<file path="config.mk">
export PLATFORM = sky130hd
export DESIGN_NAME = serial_1010_tx
export DESIGN_NICKNAME = d
export VERILOG_FILES = /design/src/rtl/serial_1010_pkg.sv /design/src/rtl/serial_1010_tx_piso_shreg.sv /design/src/rtl/serial_1010_tx.sv
export SDC_FILE = /design/constraint.sdc
export NUM_CORES = 1
export LEC_CHECK = 0
export ABC_AREA = 1
export BUFFER_PORTS_ARGS = -buffer_cell sky130_fd_sc_hd__buf_2
export CORE_MARGIN = 2
export CORE_UTILIZATION = 45
export DETAILED_ROUTE_END_ITERATION = 10
export PLACE_DENSITY = 0.68
export REMOVE_ABC_BUFFERS = 1
export SYNTH_ARGS = -nofsm -noshare
export SYNTH_HDL_FRONTEND = slang
export SYNTH_HIERARCHICAL = 1
export SYNTH_SLANG_ARGS = --single-unit
</file>
<file path="constraint.sdc">
create_clock -name clk -period 1.2 [get_ports clk]
set_input_delay 0.36 -clock clk [delete_from_list [all_inputs] [get_ports clk]]
set_output_delay 0.36 -clock clk [all_outputs]
set_load 0.02 [all_outputs]
</file>
<file path="src/rtl/serial_1010_pkg.sv">
// ---------------------------------------------------------------------------
// serial_1010_pkg
// Shared definitions for the 1010 framed-word transmitter and its matching
// Moore-style sequence detectors.
//
// Contents:
//   state_t     - transmitter FSM states (IDLE, HDR, DATA, GAP)
//   MARKER      - the 4-bit frame marker, sent MSB first
//   MARKER_LEN  - marker length in cycles
//   GUARD_LEN   - guard (GAP) cycles after each payload
//   marker_bit  - selects the marker bit for a 2-bit header index
// ---------------------------------------------------------------------------
package serial_1010_pkg;

    typedef enum logic [1:0] {
        IDLE = 2'b00,
        HDR  = 2'b01,
        DATA = 2'b10,
        GAP  = 2'b11
    } state_t;

    localparam logic [3:0] MARKER     = 4'b1010;
    localparam int         MARKER_LEN = 4;
    localparam int         GUARD_LEN  = 1;

    // Index 0 must emit the marker MSB; inverting a 2-bit index gives 3-idx.
    function automatic logic marker_bit(input logic [1:0] idx);
        return MARKER[~idx];
    endfunction

endpackage

</file>
<file path="src/rtl/serial_1010_tx_piso_shreg.sv">
// ---------------------------------------------------------------------------
// piso_shreg
// Parallel-load, shift-left register whose MSB is the serial output.
// Load takes priority over shift.
//
// Ports:
//   clk    - clock, rising edge
//   reset  - asynchronous, active-low; clears the register
//   load   - capture din
//   shift  - shift left by one, zero fill
//   din    - parallel word [WIDTH-1:0]
//   msb    - current MSB of the register
// ---------------------------------------------------------------------------
module piso_shreg #(
    parameter int WIDTH = 8
) (
    input  logic             clk,
    input  logic             reset,
    input  logic             load,
    input  logic             shift,
    input  logic [WIDTH-1:0] din,
    output logic             msb
);

    logic [WIDTH-1:0] shreg;

    // Shift register body: load a fresh word or move the next bit into the MSB.
    always_ff @(posedge clk or negedge reset) begin
        if (!reset) begin
            shreg <= '0;
        end else if (load) begin
            shreg <= din;
        end else if (shift) begin
            shreg <= {shreg[WIDTH-2:0], 1'b0};
        end
    end

    assign msb = shreg[WIDTH-1];

endmodule

</file>
<file path="src/rtl/serial_1010_tx.sv">
// ---------------------------------------------------------------------------
// serial_1010_tx
// Framed-word serial transmitter. Accepts a word on valid/ready in IDLE, then
// sends an optional 1010 marker, the word MSB first, and one guard cycle.
// All outputs are decoded from state and registers only (Moore style).
//
// Configuration macro:
//   SERIAL_1010_TX_MARKER_EN - when defined every frame starts with 1010;
//                              when undefined the HDR state is never used.
//
// Ports:
//   clk        - clock, rising edge
//   reset      - asynchronous, active-low; aborts any frame in progress
//   data_in    - payload word [WIDTH-1:0], sampled on the handshake edge
//   valid      - requester has a word
//   ready      - block accepts a word (IDLE only)
//   dout       - serial data bit
//   dout_en    - dout carries a marker or payload bit
//   busy       - any state other than IDLE
//   frame_done - one-cycle pulse in the guard cycle
// ---------------------------------------------------------------------------
module serial_1010_tx
    import serial_1010_pkg::*;
#(
    parameter int WIDTH = 8
) (
    input  logic             clk,
    input  logic             reset,
    input  logic [WIDTH-1:0] data_in,
    input  logic             valid,
    output logic             ready,
    output logic             dout,
    output logic             dout_en,
    output logic             busy,
    output logic             frame_done
);

    localparam int               CNT_W    = $clog2(WIDTH);
    localparam logic [CNT_W-1:0] CNT_LOAD = CNT_W'(WIDTH - 1);

    state_t           state;
    state_t           state_nxt;
    logic [CNT_W-1:0] bit_cnt;
    logic             load_word;
    logic             shift_word;
    logic             shreg_msb;

`ifdef SERIAL_1010_TX_MARKER_EN
    logic [1:0]       hdr_idx;
`endif

    assign load_word  = (state == IDLE) && valid;
    assign shift_word = (state == DATA);

    piso_shreg #(
        .WIDTH (WIDTH)
    ) u_shreg (
        .clk   (clk),
        .reset (reset),
        .load  (load_word),
        .shift (shift_word),
        .din   (data_in),
        .msb   (shreg_msb)
    );

    // State register; reset drops straight back to IDLE mid-frame.
    always_ff @(posedge clk or negedge reset) begin
        if (!reset) begin
            state <= IDLE;
        end else begin
            state <= state_nxt;
        end
    end

    // Payload bit counter: loaded on the way into DATA, counts down to 0
    // on the last payload bit.
    always_ff @(posedge clk or negedge reset) begin
        if (!reset) begin
            bit_cnt <= '0;
        end else if ((state != DATA) && (state_nxt == DATA)) begin
            bit_cnt <= CNT_LOAD;
        end else if ((state == DATA) && (bit_cnt != '0)) begin
            bit_cnt <= bit_cnt - 1'b1;
        end
    end

`ifdef SERIAL_1010_TX_MARKER_EN
    // Marker index: runs 0..3 through HDR and rests at 0 elsewhere, so every
    // frame starts its marker from the first bit.
    always_ff @(posedge clk or negedge reset) begin
        if (!reset) begin
            hdr_idx <= 2'd0;
        end else if (state == HDR) begin
            hdr_idx <= hdr_idx + 2'd1;
        end else begin
            hdr_idx <= 2'd0;
        end
    end
`endif

    // Next-state and Moore output decode. Anything not explicitly claimed
    // by a state (including an encoding this build never uses) falls back
    // to IDLE on the next edge.
    always_comb begin
        state_nxt  = IDLE;
        ready      = 1'b0;
        busy       = 1'b1;
        dout       = 1'b0;
        dout_en    = 1'b0;
        frame_done = 1'b0;

        case (state)
            IDLE: begin
                ready = 1'b1;
                busy  = 1'b0;
                if (valid) begin
`ifdef SERIAL_1010_TX_MARKER_EN
                    state_nxt = HDR;
`else
                    state_nxt = DATA;
`endif
                end
            end

`ifdef SERIAL_1010_TX_MARKER_EN
            HDR: begin
                dout      = marker_bit(hdr_idx);
                dout_en   = 1'b1;
                state_nxt = (hdr_idx == 2'd3) ? DATA : HDR;
            end
`endif

            DATA: begin
                dout      = shreg_msb;
                dout_en   = 1'b1;
                state_nxt = (bit_cnt == '0) ? GAP : DATA;
            end

            GAP: begin
                frame_done = 1'b1;
                state_nxt  = IDLE;
            end

            default: begin
                state_nxt = IDLE;
            end
        endcase
    end

endmodule
</file>
==> results.json <==
{
  "place_inst": 117,
  "numCtsBuffers": 3,
  "min_period_over_period_pct": 123,
  "grt_util_met1_pct": 20.9,
  "nNetsFinal": 127,
  "grt_pass1_wl_um": 2400,
  "path_class": "reg -> out",
  "top_usage_layer": "met2",
  "fillers": 97,
  "syn_area_per_cell_um2": 8.11,
  "synth_ff_type": "dfrtp_1",
  "multi_input_area_um2": 338,
  "grt_max_degree": 14,
  "rsz0062_at_grt": "yes",
  "fin_cells": 128,
  "synth_cell_types": 13,
  "cts_root_buffer": "clkbuf_4",
  "vias_per_cell": 4.96,
  "finalMaxSlewViolations": 0,
  "die-height_um": 42.7,
  "coreArea_um2": 1350,
  "grt_pass1_vias": 584,
  "failed_checks": "setup timing",
  "drt_first_iter_violations": 21,
  "syn2layout_area_growth_pct": 50.0,
  "hold_class": "in -> reg",
  "p_sw_w": 0.00123,
  "synth_area_leaders": "dfrtp_1 48%, nand2_1 16%, nand3_1 13%",
  "place_ws_ps": -48.7,
  "max_freq_mhz": 679,
  "status": "complete, but fails checks",
  "skew_ps": 1.85,
  "antenna_cells": 0,
  "grt_use_total_pct": 17.6,
  "grt_overflow": 0,
  "p_int_w": 0.00163,
  "max_slew_margin_pct": 80.0,
  "drc_errors": 0,
  "syn_area_um2": 673,
  "io_pins": 16,
  "cts.reportedPaths.clkPinSlew_ps": 80,
  "place_hpwl_um": 981,
  "antenna_found_initial": 0,
  "synthesis.instances": 83,
  "finalPower_w": 0.00286,
  "seq_area_um2": 325,
  "ir_drop_uv": 1400,
  "clock_latency_ps": 270,
  "pwr-share-clk_pct": 9.5,
  "tightest_slew_ps": 301,
  "yosysSeqAreaShare_pct": 48.3,
  "drtPass1Iterations": 4,
  "finalSetupViolCount": 13,
  "die_area_um2": 1820,
  "synth_top_area_share_pct": 48.3,
  "ys_seq_elements": 13,
  "max_cap_violations": 0,
  "yosysWarnings": 6,
  "leakage_nw": 0.554,
  "synthArstFlopShare_pct": 100,
  "cts_buffer_depth": 2,
  "min_period_ps": 1470,
  "via_count": 635,
  "met2_usage_pct": 30.9,
  "cts.sinks": 13,
  "crit_required_ps": 840,
  "synth.most_common_cell": "nand2_1",
  "postRouteAntennaNets": 0,
  "cts_max_level": 1,
  "dpl-instance-area_um2": 806,
  "netSwitchingFraction_pct": 43.1,
  "use_met3_pct": 5.53,
  "yosys.area.top_type": "dfrtp_1",
  "final_area_um2": 1010,
  "p_comb_share_pct": 63.7,
  "port-buffer-count": 15,
  "cp-start-kind": "register",
  "synth_edf_count": 0,
  "end_kind": "output port",
  "crit_fanout": 3,
  "rows": 13,
  "start_util_pct": 49.9,
  "drive_above_1_share_pct": 46.9,
  "die-width_um": 42.7,
  "gp_congestion": 0.736,
  "wl_per_cell_um": 12.6,
  "hold_viol": 0,
  "sequentialPowerShare_pct": 26.8,
  "worst_slack_ps": -272,
  "synthTopCellsByCount": "29 x nand2_1, 18 x nand3_1, 13 x dfrtp_1",
  "p_per_area_nw_per_um2": 2830,
  "cts_tree": "yes",
  "crit_arrival_ps": 1110,
  "wl_um": 1620
}
critical path, stage by stage, from the launching register on:
cell and delay, ps:
dfrtp_1 430, nor2_2 140, buf_4 130, inv_2 30, buf_6 120
state kept, by name, summed over array words and instances, names as in the netlist:
signal         flops
u_shreg/shreg      8
state              2
bit_cnt            3
final timing paths:
path / from / endpoint / slack [ps] / depth (start not counted)
max: state[0] / busy / -270 / 4
min: data_in[0] / u_shreg/shreg[0] / 290 / 3
max reg2reg: state[0] / u_shreg/shreg[3] / -70 / 8
min reg2reg: u_shreg/shreg[1] / u_shreg/shreg[1] / 490 / 2
max in group asynchronous: reset / u_shreg/shreg[3] / 470 / 2
min in group asynchronous: reset / bit_cnt[2] / 500 / 2
through the flow:
step	hold WS, ps	util (%)	setup TNS, ps
6_report	288	74.8	-1510
5_1_grt	296	74.8	-2320
4_1_cts	281	69.8	-1210
3_5_place_dp	266	59.7	-237
3_3_place_gp	261	59.7	0
2_1_floorplan	64.4	-	-2820
area by class of cell:
type	instances	area share (%)
clock buffers	4	2.60
inverters	11	4.58
multi-input cells	57	33.5
flip-flops and latches	13	32.2
well taps	15	1.86
repair buffers	28	25.3
metal layers:
| metal | wire length [um] | part of all wire (%) |
|---|---|---|
| met1 | 655 | 41 |
| met4 | 14 | 0.87 |
| met2 | 864 | 53 |
| met3 | 82 | 5.1 |
| met5 | 0 | 0 |
cells in the final DEF, fill, tap and decap left out, drive strengths merged:
master,n
nand3,18
clkbuf,4
buf,27
nand2,32
inv,11
nor2,5
ha,2
dfrtp,13
dlygate4sd3,1
cells by family after synthesis:
group / synth area share [%]
flip-flops: 48.3
AND/OR/NAND/NOR: 39.0
adder cells (fa/ha/maj): 3.72
buffers and inverters: 8.92
power groups by stage:
stage	registers, W	logic (W)	clock network (W)
finish	0.000767	0.00182	0.000272
floorplan	0.000727	0.000853	0
global placement	0.000742	0.00124	0
global route	0.000783	0.00199	0.000303
detailed placement	0.000754	0.00128	0
CTS	0.000749	0.00163	0.000278
repair_timing:
action	4_1_cts	5_1_grt
endpoints found under the hold margin	13	0
gates resized for setup	21	12
endpoints found under the setup margin	13	16
gates cloned	1	0
hold buffers	1	0
pin swaps	5	10
setup buffers	3	3
(Power assumes the default switching activity.)
